**config.mk**
```make
export PLATFORM = sky130hd
export DESIGN_NAME = gray_to_bin_monitor_flat
export DESIGN_NICKNAME = d
export VERILOG_FILES = /design/src/rtl/gray_to_bin_monitor_if.sv /design/src/rtl/gray_to_bin_monitor.sv /design/src/flat_wrapper.sv
export SDC_FILE = /design/constraint.sdc
export NUM_CORES = 1
export LEC_CHECK = 0
export ABC_CLOCK_PERIOD_IN_PS = 3000
export CORE_UTILIZATION = 34
export CTS_CLUSTER_DIAMETER = 200
export DETAILED_ROUTE_END_ITERATION = 7
export GPL_ROUTABILITY_DRIVEN = 0
export SYNTH_ARGS = -nofsm -noshare
export SYNTH_HDL_FRONTEND = slang
export SYNTH_SLANG_ARGS = --single-unit
```
**constraint.sdc**
```tcl
create_clock -name clk -period 3 [get_ports clk]
set_input_delay 0.6 -clock clk [delete_from_list [all_inputs] [get_ports clk]]
set_output_delay 0.6 -clock clk [all_outputs]
set_load 0.005 [all_outputs]
```
**src/rtl/gray_to_bin_monitor_if.sv**
```systemverilog
// Stream bundle for the Gray-to-binary monitor.
// Carries the input and output handshakes plus the error count.
interface gray_to_bin_monitor_if #(
  parameter int W  = 4,
  parameter int CW = 8
);
  logic          in_valid;
  logic          in_ready;
  logic [W-1:0]  in_gray;
  logic          out_valid;
  logic          out_ready;
  logic [W-1:0]  out_bin;
  logic [1:0]    out_step;
  logic [CW-1:0] err_count;

  modport master (
    output in_valid,
    output in_gray,
    output out_ready,
    input  in_ready,
    input  out_valid,
    input  out_bin,
    input  out_step,
    input  err_count
  );

  modport slave (
    input  in_valid,
    input  in_gray,
    input  out_ready,
    output in_ready,
    output out_valid,
    output out_bin,
    output out_step,
    output err_count
  );
endinterface

```
**src/rtl/gray_to_bin_monitor.sv**
```systemverilog
// Gray-to-binary decoder with a one-entry output register.
// Classifies each step as first/up/down/illegal and counts illegal steps.
module gray_to_bin_monitor #(
  parameter int W  = 4,
  parameter int CW = 8
) (
  input  logic clk,
  input  logic rst,
  input  logic clr,
  gray_to_bin_monitor_if.slave bus
);

  localparam logic [1:0] ST_FIRST = 2'b00;
  localparam logic [1:0] ST_UP    = 2'b01;
  localparam logic [1:0] ST_DOWN  = 2'b10;
  localparam logic [1:0] ST_ILL   = 2'b11;

  logic [W-1:0]  bin;
  logic [W-1:0]  prev_bin;
  logic [W-1:0]  inc;
  logic [W-1:0]  dec;
  logic          have_prev;
  logic          in_ready;
  logic          acc;
  logic [1:0]    step;
  logic          out_valid_q;
  logic [W-1:0]  out_bin_q;
  logic [1:0]    out_step_q;
  logic [CW-1:0] err_q;

  // Each binary bit is the parity of all Gray bits at or above it.
  always_comb begin
    bin = '0;
    for (int i = 0; i < W; i++) begin
      bin[i] = ^(bus.in_gray >> i);
    end
  end

  assign inc = prev_bin + W'(1);
  assign dec = prev_bin - W'(1);

  always_comb begin
    step = ST_ILL;
    if (!have_prev || clr) begin
      step = ST_FIRST;
    end else if (bin == inc) begin
      step = ST_UP;
    end else if (bin == dec) begin
      step = ST_DOWN;
    end
  end

  assign in_ready = !out_valid_q || bus.out_ready;
  assign acc      = bus.in_valid && in_ready;

  always_ff @(posedge clk) begin
    if (rst) begin
      out_valid_q <= 1'b0;
      out_bin_q   <= '0;
      out_step_q  <= ST_FIRST;
      prev_bin    <= '0;
      have_prev   <= 1'b0;
      err_q       <= '0;
    end else begin
      if (acc) begin
        out_valid_q <= 1'b1;
        out_bin_q   <= bin;
        out_step_q  <= step;
        prev_bin    <= bin;
        have_prev   <= 1'b1;
      end else if (out_valid_q && bus.out_ready) begin
        out_valid_q <= 1'b0;
      end
      // A word accepted alongside clr restarts tracking from itself.
      if (clr) begin
        err_q <= '0;
        if (!acc) begin
          have_prev <= 1'b0;
        end
      end else if (acc && step == ST_ILL && err_q != '1) begin
        err_q <= err_q + CW'(1);
      end
    end
  end

  assign bus.in_ready  = in_ready;
  assign bus.out_valid = out_valid_q;
  assign bus.out_bin   = out_bin_q;
  assign bus.out_step  = out_step_q;
  assign bus.err_count = err_q;

endmodule

```
**src/flat_wrapper.sv**
```systemverilog
// flat-port wrapper written by rule: the top's interface ports become plain ports
module gray_to_bin_monitor_flat 
#(
  parameter int W  = 4,
  parameter int CW = 8
)
  (clk, rst, clr, bus_in_valid, bus_in_gray, bus_out_ready, bus_in_ready, bus_out_valid, bus_out_bin, bus_out_step, bus_err_count);
  gray_to_bin_monitor_if #(.W(W), .CW(CW)) bus_i ();
  input  logic clk;
  input  logic rst;
  input  logic clr;
  input wire logic [$bits(bus_i.in_valid)-1:0] bus_in_valid;
  input wire logic [$bits(bus_i.in_gray)-1:0] bus_in_gray;
  input wire logic [$bits(bus_i.out_ready)-1:0] bus_out_ready;
  output wire logic [$bits(bus_i.in_ready)-1:0] bus_in_ready;
  output wire logic [$bits(bus_i.out_valid)-1:0] bus_out_valid;
  output wire logic [$bits(bus_i.out_bin)-1:0] bus_out_bin;
  output wire logic [$bits(bus_i.out_step)-1:0] bus_out_step;
  output wire logic [$bits(bus_i.err_count)-1:0] bus_err_count;
  assign bus_i.in_valid = bus_in_valid;
  assign bus_i.in_gray = bus_in_gray;
  assign bus_i.out_ready = bus_out_ready;
  assign bus_in_ready = bus_i.in_ready;
  assign bus_out_valid = bus_i.out_valid;
  assign bus_out_bin = bus_i.out_bin;
  assign bus_out_step = bus_i.out_step;
  assign bus_err_count = bus_i.err_count;
  gray_to_bin_monitor #(.W(W), .CW(CW)) u_core (.clk(clk), .rst(rst), .clr(clr), .bus(bus_i));
endmodule
```
==> results, run 1 <==
- The first-pass GRT wire length is just under 3 mm.
- In this run, synthesis inferred 0 flip-flops with an integrated enable.
- The clock tree skew after final layout is just over 0.005 ns.
- Post-CTS timing repair inserted 0 buffers for setup.
- In this run, post-CTS hold repair placed 0 buffers.
- 25 I/O pins were placed.
- The wire length per cell after detailed routing is approximately 11 um.
- The count of maximum capacitance violations is 0.
- On the critical path, the stage with the largest delay is an instance of sky130_fd_sc_hd__clkdlybuf4s50_1.
- Gates resized during post-CTS repair numbered 0.
- The total area of sequential cells is approximately 320 um2.
- The tree built by TritonCTS fans out to 16 sinks.
- The die is 53.5 um wide.
- In this run the critical register-to-register path is launched from u_core.bus.out_bin[0].
- The number of nets with antenna violations after detailed routing is 0.
- The number of buffers created by CTS is 3.
- Broken down by cell family, the worst path's largest delay share belongs to simple AND/OR/NAND/NOR gates.
- The routed design has 1.82 mm of wire.
- The Yosys step of the flow raised 0 warnings.
- The leading cell type in the layout, fill and taps excluded is sky130_fd_sc_hd__clkdlybuf4s50_1.
- The sequential element share of the synthesized area is a little over a third.
- The setup slack after placement is about 0.15 ns.
- The peak supply drop is approximately 320 uV.
- The maximum number of pins on one net before global-route repair is 11.
- The number of placed instances, taps included, is about 160.
- The signal on the critical path passes through clkdlybuf4s50_1 -> xor3_2 -> and3b_1 -> o211ai_2 -> nand4_2 -> or3_2 -> a21oi_1.
- The floorplan die area is 2860 um2.
- The finished cells cover around 1200 um2.
- The flow ran to the end, and the final reports show no timing, DRC or antenna violations.
- The critical path ends at u_core.bus.err_count[2].
- Dividing the detail-routed via count by the number of cells gives 5.03.
- In this run the power density over the cells is ~400 nW/um2.
- The area of the core is roughly 2500 um2.
- The startpoint class of the critical path is a primary input.
- The total count of hold-check failures in the final report is 0.
- The via count of the first global-routing pass is 700.
- The top achievable clock speed is 0.390 GHz.
- Counting distinct cell types in the post-synthesis netlist gives 28.
- The die is 53.5 um tall.
- The worst-path maximum fanout is 10.
- In the global route stage, overall resource usage came out at between 10% and 20%.
- The critical path runs through a total of 7 cells.
- Fill cells in the final layout number approximately 240.
- Subtracting the final worst setup slack from the clock period gives 2.57 ns.
- TritonCTS built the clock tree.
- STA puts the critical path data required time at 3.23 ns.
- At the worst endpoint, the arrival time is between 2 and 3 ns.
- The root cell of the clock tree is sky130_fd_sc_hd__clkbuf_4.
- For the pin with the worst max-slew slack, the measured transition is 0.359 ns.
- The total overflow left after global routing is 0.
- Setup repair after global routing left no endpoint under its margin.
- The number of diodes added for antenna fixing is 0.
- The initial antenna violation count is 0.
- The worst setup slack after layout is ~0.43 ns.
- The clock-pin slew reported for the worst setup and hold paths after clock tree synthesis is about 0.090 ns.
- The effective utilization at floorplan is a little over a third.
- In the synthesized netlist the async set-or-reset flop fraction comes to 0%.
- For the final routed database, the setup TNS stands at 0 ns.
- The count of final setup violators is 0.
- For the worst flop-to-flop path, the logic depth is 7.
- The number of storage elements in the synthesis netlist is 16.
- The number of nets in the layout is 143.
- Input and output buffers added on the ports amount to 24.
- The critical path endpoint category is a flop.
- The buffer levels on the longest clock path is 2.
- The overall via count from detail_route is 804.
- Relative to the synthesized area, the layout overhead comes to 34.0%.
- The number of remaining DRC errors is 0.
- In the layout the commonest cells are sky130_fd_sc_hd__clkdlybuf4s50_1 (24), sky130_fd_sc_hd__dfxtp_1 (16), sky130_fd_sc_hd__nor2_1 (10), sky130_fd_sc_hd__a21oi_1 (10), sky130_fd_sc_hd__nand3_1 (7).
- In this run the static leakage power is between 0.4 and 0.5 nW.
- In this run the tightest slew margin relative to its limit is around three quarters.
- The worst register-to-register path ends at u_core.bus.err_count[2].
- The number of buffer and inverter stages on the critical path is 1.
- The area of the mapped netlist is roughly 900 um2.
- The cell count after synthesis is between 100 and 150.
- The floorplan has 18 rows.
- The category of the critical setup timing path is primary input to flop.
- For this run, the leading register cell type out of synthesis is sky130_fd_sc_hd__dfxtp_1.
- The detailed router's first-iteration violation count is 4.
- The share of the clock period used by the worst path after layout is 85.5%.
- For this run, the slowest stage of the critical path takes between 0.4 and 0.5 ns.
- The share of layout cells above drive strength 1 is approximately 14%.
- The average cell area after synthesis is between 8 and 9 um2.
- The finished layout holds 160 standard cells, fillers aside.
- The area of the multi-input gates is 533 um2.
- The startpoint of the worst setup timing path is bus_in_gray[3].
- The max-slew violation count is 0.
- Across all register-to-register paths, the minimum setup slack is about 0.82 ns.
- At the later pin of the worst-skew pair, clock insertion delay measures between 0.2 and 0.3 ns.
- The tightest min-delay check is of the flop to flop type.
- Synthesis produced a netlist with a net count of about 120.
- CTS built an H-tree with a depth of 1.
- The first-pass detailed-route iteration total is 3.
- The placed wire-length estimate after detailed placement is ~1.4 mm.
- In this run the cell area measured after placement is 1170 um2.
==> power by group <==
group          internal [mW]  total, mW  leakage [nW]  switching [mW]
clock                 0.0739      0.140        0.0210          0.0660
sequential             0.219      0.227         0.130         0.00731
combinational         0.0594      0.108         0.279          0.0489
==> synth_stat cells, types with 2 or more instances <==
master | count | area [um2]
sky130_fd_sc_hd__buf_6 | 2 | 22.5
sky130_fd_sc_hd__nand2_1 | 5 | 18.8
sky130_fd_sc_hd__or3_1 | 4 | 25.0
sky130_fd_sc_hd__o211ai_2 | 2 | 25.0
sky130_fd_sc_hd__nor3_1 | 3 | 15.0
sky130_fd_sc_hd__clkbuf_1 | 2 | 7.51
sky130_fd_sc_hd__ha_1 | 3 | 37.5
sky130_fd_sc_hd__or3_2 | 2 | 15.0
sky130_fd_sc_hd__or2_2 | 2 | 12.5
sky130_fd_sc_hd__nand3_1 | 7 | 35.0
sky130_fd_sc_hd__xor2_1 | 6 | 52.6
sky130_fd_sc_hd__nand2b_1 | 2 | 12.5
sky130_fd_sc_hd__a21oi_1 | 10 | 50.1
sky130_fd_sc_hd__a22oi_1 | 2 | 15.0
sky130_fd_sc_hd__nor2_1 | 10 | 37.5
sky130_fd_sc_hd__xnor2_1 | 3 | 26.3
sky130_fd_sc_hd__dfxtp_1 | 16 | 320
sky130_fd_sc_hd__a211oi_1 | 2 | 15.0
sky130_fd_sc_hd__o21ai_0 | 6 | 30.0
sky130_fd_sc_hd__nand4_1 | 2 | 12.5
sky130_fd_sc_hd__inv_1 | 5 | 18.8
==> cell families (layout without fill, tap and decap cells) <==
group                    Yosys count  after routing  share of synthesized area (%)
AND/OR/NAND/NOR                   42             42                           25.5
AO/OA/AOI/OAI                     22             22                           15.0
flip-flops                        16             16                           35.5
XOR/XNOR                          11             11                           14.4
buffers and inverters              9             36                           5.41
adder cells (fa/ha/maj)            3              3                           4.16
==> registers in the layout, indices dropped and copies added, names as in the netlist <==
register and flops:
u_core.bus.out_step 2, u_core.bus.out_bin 4, u_core.have_prev 1, u_core.bus.err_count 8
u_core.bus.out_valid 1
==> worst min-delay path by stage <==
stage | end | depth (start not counted) | start
floorplan | u_core.have_prev | 2 | u_core.have_prev
global placement | u_core.have_prev | 2 | u_core.have_prev
detailed placement | u_core.have_prev | 2 | u_core.have_prev
CTS | u_core.have_prev | 2 | u_core.have_prev
global route | u_core.have_prev | 2 | u_core.have_prev
finish | u_core.bus.out_bin[3] | 2 | u_core.bus.out_bin[3]
==> per-stage QoR <==
| step | hold WS [ns] | power [mW] | util [%] |
|---|---|---|---|
| after floorplan | 0.456 | 0.301 | - |
| after global placement | 0.477 | 0.338 | 46.9 |
| after detailed placement | 0.478 | 0.340 | 46.9 |
| after CTS | 0.494 | 0.482 | 48.3 |
| after global routing | 0.506 | 0.498 | 48.3 |
| final | 0.487 | 0.475 | 48.3 |
==> cell type report <==
cell class | count | share of cell area (%)
inverters | 5 | 1.55
multi-input cells | 78 | 44.1
repair buffers | 27 | 21.7
clock buffers | 4 | 3.00
flip-flops and latches | 16 | 26.5
well taps | 30 | 3.11
==> worst reg2reg max path, delay by kind of cell (launching register included) <==
family | cells | cell delay, ns
buffers and inverters | 1 | 0.09
flip-flops | 1 | 0.44
adder cells (fa/ha/maj) | 1 | 0.34
AO/OA/AOI/OAI | 2 | 0.38
AND/OR/NAND/NOR | 3 | 0.87
==> layer usage <==
metal | wire length, um | vias to the layer above | global-route usage, %
met1 | 835 | 372 | 17.0
li1 | - | 416 | -
met5 | 0 | - | 0
met4 | 15 | 0 | 2.63
met2 | 888 | 14 | 25.2
met3 | 77 | 2 | 5.17
No activity file was read; power rests on OpenSTA's default activity.
==> inputs of run 2 (changes only) <==
--- a/config.mk
+++ b/config.mk
@@ -10,6 +10,8 @@
 export CTS_CLUSTER_DIAMETER = 200
 export DETAILED_ROUTE_END_ITERATION = 7
 export GPL_ROUTABILITY_DRIVEN = 0
+export HOLD_SLACK_MARGIN = 0.08
+export RECOVER_POWER = 50
 export SYNTH_ARGS = -nofsm -noshare
 export SYNTH_HDL_FRONTEND = slang
 export SYNTH_SLANG_ARGS = --single-unit
==> results, run 2 (synthesized netlist as in run 1, its figures left out) <==
- The run finished with clean final reports.
- The time the final worst path needs with I/O delays and setup is about 2.6 ns.
- STA classifies the critical path startpoint as a primary input.
- Entering global routing, the biggest net connects 11 pins.
- For the final database, setup skew stands at roughly 0.0051 ns.
- Once the floorplan was initialized, standard cells occupied roughly 36% of the core.
- The first-pass GRT wire length is 2.93 mm.
- The area of the core is 2500 um2.
- Dividing the final minimum period by the clock period gives between 80% and 90%.
- The number of buffer and inverter stages on the critical path is 2.
- IR analysis of the VDD net gives a maximum drop of around 320 uV.
- The worst register-to-register path ends at u_core.bus.err_count[2].
- In the final design database the tool counted approximately 140 nets.
- Before CTS, the worst setup slack after placement is 0.151 ns.
- The longest clock path from root to sink contains 2 buffers.
- The count of maximum capacitance violations is 0.
- For the worst flop-to-flop path, the logic depth is 7.
- In this run the vertical extent of the chip is around 54 um.
- For the worst-skew pair, the clock arrives at the later sink with an insertion delay of 0.28 ns.
- The placed wire-length estimate after detailed placement is between 1 and 1.5 mm.
- The detail-routed via count per cell is ~5.
- After detailed routing, the number of remaining DRC violations is 0.
- The critical hold path startpoint is u_core.bus.out_bin[3].
- The number of clock sinks is 16.
- The initial antenna violation count is 0.
- Traced cell by cell, the critical path runs through clkdlybuf4s50_1 -> xor3_2 -> clkbuf_1 -> nor3b_1 -> o211ai_2 -> nand4_2 -> or3_2 -> a21oi_1.
- Summed over all cells, the static leakage comes to ~0.46 nW.
- In this design, the stage delay of the slowest critical-path cell is around 0.47 ns.
- The worst hold slack is between 0.4 and 0.5 ns.
- After detailed routing, the average wire length per cell comes to roughly 11 um.
- The number of nets with antenna violations after detailed routing is 0.
- The number of buffers inserted by port buffering is 24.
- The category of the critical setup timing path is primary input to flop.
- The horizontal die dimension is between 50 and 60 um.
- The master of the slowest instance on the critical path is sky130_fd_sc_hd__or3_2.
- The count of final setup violators is 0.
- The first-pass detailed-route iteration total is 3.
- For this run, the top clock speed supported by timing is roughly 0.38 GHz.
- Global routing finished with a remaining overflow of 0.
- The filler cells instantiated in the layout total around 240.
- The total count of hold-check failures in the final report came to 0.
- The number of diodes added for antenna fixing is 0.
- The worst setup slack after layout is 0.369 ns.
- Headroom to the max-slew limit came out at around 76%.
- Cells fill around half of the core in the end.
- TritonCTS built the clock tree.
- The die covers ~2900 um2.
- The instance area after placement is roughly 1200 um2.
- Relative to the synthesized area, the layout overhead comes to 33.3%.
- The number of gates resized after CTS is 0.
- The required arrival time at the worst endpoint is between 3 and 4 ns.
- Summed over all failing endpoints, the final setup total negative slack is 0 ns.
- In this run the clock root is driven by a sky130_fd_sc_hd__clkbuf_4.
- During I/O placement, the number of pins put on the boundary was 25.
- In the layout the commonest cells are sky130_fd_sc_hd__dfxtp_1 (16), sky130_fd_sc_hd__dlygate4sd3_1 (13), sky130_fd_sc_hd__clkdlybuf4s50_1 (11), sky130_fd_sc_hd__nor2_1 (10), sky130_fd_sc_hd__a21oi_1 (10).
- The routed wire length is approximately 1.8 mm.
- The number of setup buffers added after CTS is 0.
- In this run the number of H-tree levels came out at 1.
- The clock-pin slew reported for the worst setup and hold paths after clock tree synthesis is ~0.09 ns.
- Global routing used around 14% of the available tracks across all layers.
- The detailed router's first-iteration violation count is 5.
- Broken down by cell family, the worst path's largest delay share belongs to simple AND/OR/NAND/NOR gates.
- The number of rows in the core area is 18.
- The number of clock buffers added by TritonCTS is 3.
- The path with the worst hold slack has its endpoint at u_core.bus.out_bin[3].
- The overall via count from detail_route is between 800 and 900.
- The via count of the first global-routing pass is 700.
- The endpoint arrival time on the critical path is 2.86 ns.
- For the pin with the worst max-slew slack, the measured transition is approximately 0.36 ns.
- Setup repair after global routing left no endpoint under its margin.
- The worst setup path is captured at a flop.
- The setup slack of the worst register-to-register path is between 0.8 and 0.9 ns.
- The number of cells on the worst hold path is 2.
- The areal power density over the cells is ~400 nW/um2.
- The share of layout cells above drive strength 1 is 12.3%.
- The final non-filler cell area is 1200 um2.
- Along the worst path, the maximum fanout reaches 10.
- The worst register-to-register path begins at u_core.bus.out_bin[0].
- The register with the most flip-flops in the layout has 8 of them.
- In this run, post-CTS hold repair placed 0 buffers.
- The type of the most critical hold path is flop to flop.
- The max-slew violation count was 0.
- The leading cell type in the layout, fill and taps excluded is sky130_fd_sc_hd__dfxtp_1.
-- run 2: cell count changes in the layout (fill, tap and decap cells not counted) --
cell                              delta
sky130_fd_sc_hd__clkdlybuf4s50_1    -13
sky130_fd_sc_hd__dlygate4sd3_1      +13
sky130_fd_sc_hd__buf_4               -1
sky130_fd_sc_hd__clkbuf_1            +1
sky130_fd_sc_hd__nand2_1             +1
sky130_fd_sc_hd__nand2_2             -1
-- run 2: where the power goes --
part | switching (mW) | internal (mW) | leakage (nW)
Combinational | 0.0485 | 0.0557 | 0.311
Clock | 0.0661 | 0.0739 | 0.0210
Sequential | 0.00714 | 0.219 | 0.130
-- run 2: routing by layer --
metal	up-vias	track usage (%)	wire length [um]
met3	2	5.17	77
met2	14	25.2	890
met1	372	17.0	827
met5	-	0	0
met4	0	2.63	15
li1	415	-	-
-- run 2: how the worst max path moves through the flow --
stage                        start                      end  slack, ns  depth (start not counted)
CTS                 bus_in_gray[3]  u_core.bus.err_count[2]       0.45                          7
finish              bus_in_gray[3]  u_core.bus.err_count[2]       0.37                          8
global route        bus_in_gray[3]  u_core.bus.err_count[2]       0.26                          8
global placement    bus_in_gray[3]  u_core.bus.err_count[2]       0.19                          7
floorplan           bus_in_gray[3]  u_core.bus.err_count[3]       0.67                          8
detailed placement  bus_in_gray[3]  u_core.bus.err_count[2]       0.15                          7
-- run 2: cell type report --
class,count,area [um2],area share [%]
clock buffers,4,36.3,3.02
flip-flops and latches,16,320,26.6
inverters,5,18.8,1.56
well taps,30,37.5,3.12
multi-input cells,78,531,44.1
repair buffers,27,259,21.5
-- run 2: worst min-delay path, stage by stage (launching register included) --
cell and delay, ns:
sky130_fd_sc_hd__dfxtp_1 0.34, sky130_fd_sc_hd__nand2_1 0.06, sky130_fd_sc_hd__a21oi_1 0.05
-- run 2: per-stage QoR --
stage	instances	power (mW)
2_1_floorplan	103	0.301
3_3_place_gp	156	0.338
3_5_place_dp	156	0.340
4_1_cts	160	0.482
5_1_grt	160	0.494
6_report	160	0.471
